--- src/rtl/mux_arb_pkg.sv ---
// Shared sizes and FSM state encoding for the round-robin mux arbiter.
package mux_arb_pkg;

    localparam int unsigned N_REQ = 4;
    localparam int unsigned SEL_W = 2;

    typedef enum logic [0:0] {
        IDLE = 1'b0,
        BUSY = 1'b1
    } state_t;

endpackage

--- src/rtl/mux_rr_arbiter_if.sv ---
// Request/data bus between requesters, the arbiter and the downstream sink.
interface mux_rr_arbiter_if
    import mux_arb_pkg::*;
#(
    parameter int unsigned DW = 8
) ();

    logic [N_REQ-1:0]    req;
    logic [N_REQ*DW-1:0] data_in;
    logic                out_ready;
    logic [N_REQ-1:0]    gnt;
    logic                out_valid;
    logic [DW-1:0]       out_data;
    logic [SEL_W-1:0]    out_src;

    // Requester/sink side: drives requests, data and ready.
    modport master (
        output req,
        output data_in,
        output out_ready,
        input  gnt,
        input  out_valid,
        input  out_data,
        input  out_src
    );

    // Arbiter side.
    modport slave (
        input  req,
        input  data_in,
        input  out_ready,
        output gnt,
        output out_valid,
        output out_data,
        output out_src
    );

endinterface

--- src/rtl/rr_pick.sv ---
// Combinational round-robin winner search starting at ptr.
module rr_pick
    import mux_arb_pkg::*;
(
    input  logic [N_REQ-1:0] req,
    input  logic [SEL_W-1:0] ptr,
    output logic [N_REQ-1:0] gnt_raw,
    output logic [SEL_W-1:0] w,
    output logic             any
);

    logic [SEL_W-1:0] idx;

    // First requester found walking ptr, ptr+1, ... (mod N_REQ) wins.
    always_comb begin
        any     = 1'b0;
        w       = '0;
        idx     = '0;
        gnt_raw = '0;
        for (int unsigned i = 0; i < N_REQ; i++) begin
            idx = ptr + SEL_W'(i);
            if (!any && req[idx]) begin
                any = 1'b1;
                w   = idx;
            end
        end
        if (any) begin
            gnt_raw = N_REQ'(1) << w;
        end
    end

endmodule

--- src/rtl/mux_rr_arbiter.sv ---
// Four-way round-robin arbiter muxing one requester word per capture into
// a registered valid/ready output stage.
module mux_rr_arbiter
    import mux_arb_pkg::*;
#(
    parameter int unsigned DW = 8
) (
    input  logic             clk,
    input  logic             rst_n,
    mux_rr_arbiter_if.slave  bus
);

    state_t           state;
    state_t           state_nxt;
    logic [SEL_W-1:0] ptr;
    logic [N_REQ-1:0] gnt_raw;
    logic [SEL_W-1:0] w;
    logic             any;
    logic             capture_c;
    logic [DW-1:0]    sel_data;

    rr_pick u_pick (
        .req     (bus.req),
        .ptr     (ptr),
        .gnt_raw (gnt_raw),
        .w       (w),
        .any     (any)
    );

    // Winner index selects one of the four data slices.
    always_comb begin
        sel_data = '0;
        case (w)
            2'd0:    sel_data = bus.data_in[0*DW +: DW];
            2'd1:    sel_data = bus.data_in[1*DW +: DW];
            2'd2:    sel_data = bus.data_in[2*DW +: DW];
            default: sel_data = bus.data_in[3*DW +: DW];
        endcase
    end

    // State register.
    always_ff @(posedge clk or negedge rst_n) begin
        if (!rst_n) begin
            state <= IDLE;
        end else begin
            state <= state_nxt;
        end
    end

    // Next state and capture decision; a capture frees the output slot.
    always_comb begin
        state_nxt = state;
        capture_c = 1'b0;
        case (state)
            IDLE: begin
                if (any) begin
                    capture_c = 1'b1;
                    state_nxt = BUSY;
                end
            end
            BUSY: begin
                if (bus.out_ready) begin
                    if (any) begin
                        capture_c = 1'b1;
                    end else begin
                        state_nxt = IDLE;
                    end
                end
            end
            default: state_nxt = IDLE;
        endcase
    end

    // Grant pulse for the word being captured; suppressed while in reset.
    always_comb begin
        bus.gnt = '0;
        if (capture_c && rst_n) begin
            bus.gnt = gnt_raw;
        end
    end

    // Output stage and round-robin pointer; previous winner drops to lowest.
    always_ff @(posedge clk or negedge rst_n) begin
        if (!rst_n) begin
            bus.out_valid <= 1'b0;
            bus.out_data  <= '0;
            bus.out_src   <= '0;
            ptr           <= '0;
        end else begin
            bus.out_valid <= (state_nxt == BUSY);
            if (capture_c) begin
                bus.out_data <= sel_data;
                bus.out_src  <= w;
                ptr          <= w + SEL_W'(1);
            end
        end
    end

endmodule
--- src/flat_wrapper.sv ---
// flat-port wrapper written by rule: the top's interface ports become plain ports
module mux_rr_arbiter_flat import mux_arb_pkg::*;
#(
    parameter int unsigned DW = 8
)
  (clk, rst_n, bus_req, bus_data_in, bus_out_ready, bus_gnt, bus_out_valid, bus_out_data, bus_out_src);
  mux_rr_arbiter_if #(.DW(DW)) bus_i ();
  input  logic clk;
  input  logic rst_n;
  input wire logic [$bits(bus_i.req)-1:0] bus_req;
  input wire logic [$bits(bus_i.data_in)-1:0] bus_data_in;
  input wire logic [$bits(bus_i.out_ready)-1:0] bus_out_ready;
  output wire logic [$bits(bus_i.gnt)-1:0] bus_gnt;
  output wire logic [$bits(bus_i.out_valid)-1:0] bus_out_valid;
  output wire logic [$bits(bus_i.out_data)-1:0] bus_out_data;
  output wire logic [$bits(bus_i.out_src)-1:0] bus_out_src;
  assign bus_i.req = bus_req;
  assign bus_i.data_in = bus_data_in;
  assign bus_i.out_ready = bus_out_ready;
  assign bus_gnt = bus_i.gnt;
  assign bus_out_valid = bus_i.out_valid;
  assign bus_out_data = bus_i.out_data;
  assign bus_out_src = bus_i.out_src;
  mux_rr_arbiter #(.DW(DW)) u_core (.clk(clk), .rst_n(rst_n), .bus(bus_i));
endmodule
--- config.mk ---
export PLATFORM = sky130hd
export DESIGN_NAME = mux_rr_arbiter_flat
export DESIGN_NICKNAME = d
export VERILOG_FILES = /design/src/rtl/mux_arb_pkg.sv /design/src/rtl/mux_rr_arbiter_if.sv /design/src/rtl/rr_pick.sv /design/src/rtl/mux_rr_arbiter.sv /design/src/flat_wrapper.sv
export SDC_FILE = /design/constraint.sdc
export NUM_CORES = 1
export LEC_CHECK = 0
export CORE_ASPECT_RATIO = 0.6
export CORE_MARGIN = 2
export CORE_UTILIZATION = 34
export DETAILED_ROUTE_END_ITERATION = 8
export PLACE_DENSITY = 0.85
export SETUP_SLACK_MARGIN = 0.02
export SYNTH_ARGS = -nofsm -noshare
export SYNTH_HDL_FRONTEND = slang
export SYNTH_SLANG_ARGS = --single-unit
--- constraint.sdc ---
create_clock -name clk -period 2.2 [get_ports clk]
set_input_delay 0.44 -clock clk [delete_from_list [all_inputs] [get_ports clk]]
set_output_delay 0.44 -clock clk [all_outputs]
set_load 0.05 [all_outputs]
==> metrics.md <==
| Metric | Value |
|---|---|
| Placed Cells | 184 |
| Inserted Clock Buffers | 3 |
| Worst skew pair latency | 0.25 ns |
| Run status | finished, violations left |
| Total gr overflow | 0 |
| Fmax | 389.8 MHz |
| Syn_area_per_cell | 10.68 um2 |
| Worst Hold Class | in -> async |
| Share of the synthesized area in the top cell type | 34.62% |
| Storage cell area | 326.6 um2 |
| H-Tree Depth | 1 |
| Post-route clock period utilization | 116.6% |
| Top post-synthesis cells by area | dfrtp_1 35%, mux2i_1 9.6%, mux2_4 9.6%, a222oi_1 8.5%, ha_1 6.7% |
| Clk sinks | 13 |
| I/O pins | 54 |
| Register area share after synthesis | 34.62% |
| Synth-to-Final Area Change | 100.7% |
| Largest area contributor in the netlist | dfrtp_1 |
| PortBufs | 53 |
| First-pass GRT wire length | 5361 um |
| RSZ-0062 raised after global routing | true |
| VDD IR-drop max | 0.4584 mV |
| Post-DRT Antenna Nets | 0 |
| Synth Area in XOR/XNOR | 0% |
| Average wire per cell in the routed design | 18.28 um |
| Crit path capture type | register |
| Largest net degree at the start of global routing | 9 |
| Layout cells sized above 1 | 41.57% |
| Worst Path Arrival | 2.70 ns |
| Max clock buf depth | 2 |
| Tightest Pin Transition | 0.5002 ns |
| Setup crit start | u_core.ptr[0] |
| Ant diodes | 0 |
| Max-slew headroom | 66.55% |
| DRC marker count from the first detailed-route iteration | 67 |
| Die W | 71.87 um |
| Hpwl dp | 2360 um |
| Multiplexer share of the synthesized area | 22.77% |
| Fin cells | 198 |
| Total GRT Usage | 22.05% |
| Worst setup SP type | register |
| Worst setup slack after layout | -0.3652 ns |
| Die ar. | 3214 um2 |
| R2r startpoint | u_core.ptr[0] |
| Leak | 0.8306 nW |
| Antenna violations before repair | 0 |
| Area of the multi-input gates | 675.6 um2 |
| Setup TNS Final | -2.504 ns |
| Fin. max-slew vios | 0 |
| Max-Cap Viols | 0 |
| Layout Nets | 211 |
| Worst-path clk slew | 0.06 ns |
| Adder-cell share of the synthesized area | 6.658% |
| Crit path time final | 2.565 ns |
| CP Class | reg -> reg |
| Post-Syn Nets | 132 |
| Die H | 44.72 um |
| Starting Density | 36.74% |
| Data required, critical path | 2.34 ns |
| Core area | 2557 um2 |
| Syn. warnings | 0 |
| TritonCTS clock tree | built |
| Drc violations | 0 |
| Final hold vios | 0 |
| Post-Route WL | 3619 um |
| Vias in the first global route | 1029 |
| Worst-path maximum fanout | 5 |
| Cell Rows | 14 |
| Largest family of logic cells by synthesized area | multiplexers |
| Synth Instances | 88 |
| Filler cells | 159 |
| Final setup violation count | 12 |
| Via Count | 1057 |
| Yosys reg bits | 13 |
| Synth Area in Compound Gates | 15.05% |
| Detailed Routing Iterations Pass 1 | 6 |
| Root buf cell | clkbuf_8 |
| Worst Clk Skew | 0.008706 ns |
| Vias/cell | 5.338 |
| Post-Synth Simple-Gate Area | 14.11% |
| Yosys cell types | 27 |
| P per Cell Area | 1122 nW/um2 |
| Gpl congestion | 0.9504 |
| Cell area after synthesis | 939.7 um2 |
| Failing checks | setup timing |
## through the flow
step	hold WS (ns)	utilization, %	instance area (um2)	total power, mW	worst slack (ns)
floorplan	0.1444	-	975.9	1.184	-0.04966
global placement	0.4956	64.92	1660	1.589	-0.6005
detailed placement	0.5083	64.92	1660	1.625	-0.7008
CTS	0.4496	71.72	1834	2.008	-0.2721
global route	0.4657	73.73	1886	2.204	-0.4654
finish	0.4523	73.73	1886	2.116	-0.3652
## repair_timing
item | in CTS | in global routing
gates resized for setup | 25 | 16
hold buffers | 0 | 0
endpoints found under the setup margin | 12 | 12
buffers inserted | 7 | 3
pin swaps | 11 | 7
gates cloned | 0 | 0
## synthesized netlist by cell type
cell,n
clkbuf_1,3
a21oi_1,2
or4_1,1
dfrtp_1,13
o41ai_1,1
inv_1,10
nor2_1,3
o31ai_1,1
and3_1,4
mux2i_1,9
buf_6,1
mux2_2,3
buf_1,1
nor2b_1,2
mux2_4,6
nand2b_1,3
nor4_4,1
a221oi_1,1
a222oi_1,8
ha_1,5
o21ai_0,3
nor4_1,1
or2_2,2
o41a_1,1
nand2_1,1
nor2_2,1
or2b_1,1
## where the power goes
| part | switching, mW | total, mW | internal [mW] |
|---|---|---|---|
| logic | 0.750 | 1.48 | 0.728 |
| clock network | 0.0922 | 0.220 | 0.128 |
| registers | 0.0758 | 0.417 | 0.341 |
| total | 0.918 | 2.12 | 1.20 |
## routing by layer
| layer | track usage [%] | wire [um] |
|---|---|---|
| met5 | 0 | 0 |
| met4 | 6.792 | 57 |
| met3 | 6.920 | 389 |
| met2 | 35.00 | 1543 |
| met1 | 29.33 | 1628 |
## registers in the layout, summed over array words and instances, names as in the netlist
name / flops
u_core.bus.out_src: 2
u_core.state: 1
u_core.ptr: 2
u_core.bus.out_data: 8
## area by class of cell
cell class              instances  share of cell area [%]
well taps                      32                   2.123
multi-input cells              60                   35.83
flip-flops and latches         13                   17.32
clock buffers                   4                   2.389
repair buffers                 79                   40.35
inverters                      10                   1.991
## critical path, cell delays in order (launching register included)
cell      delay, ns
dfrtp_1        0.42
nand2b_1       0.15
a21oi_4        0.08
or4_4          0.58
ha_4           0.21
buf_4          0.14
a222oi_1       0.46
mux2i_1        0.13
mux2_2         0.28
## cells by family (layout without fill, tap and decap cells)
| logic type | after synthesis | after routing |
|---|---|---|
| fa+ha+maj | 5 | 5 |
| compound gates | 17 | 17 |
| mux | 18 | 18 |
| buf+inv | 15 | 93 |
| flops | 13 | 13 |
| simple gates | 20 | 20 |
## placed cells by master, fill, tap and decap left out, types with 3 or more instances in the layout
cell type         n
a222oi_1          8
and3_4            4
buf_12            4
buf_4            22
buf_6             4
clkbuf_2          3
clkbuf_8          3
clkdlybuf4s50_1  45
dfrtp_1          12
ha_4              3
inv_1            10
mux2_4            8
mux2i_1           8
nor2_2            4
o21ai_0           3
## worst paths after layout
path | endpoint | cells past startpoint | slack (ns)
max | u_core.bus.out_data[2] | 8 | -0.37
max in group asynchronous | u_core.ptr[1] | 2 | 1.29
min in group clk | u_core.bus.out_data[2] | 1 | 0.51
min | u_core.bus.out_data[0] | 1 | 0.45
max reg2reg | u_core.bus.out_data[2] | 8 | -0.37
min reg2reg | u_core.bus.out_data[2] | 1 | 0.51
Note: power is estimated with default switching activity, not from simulation.
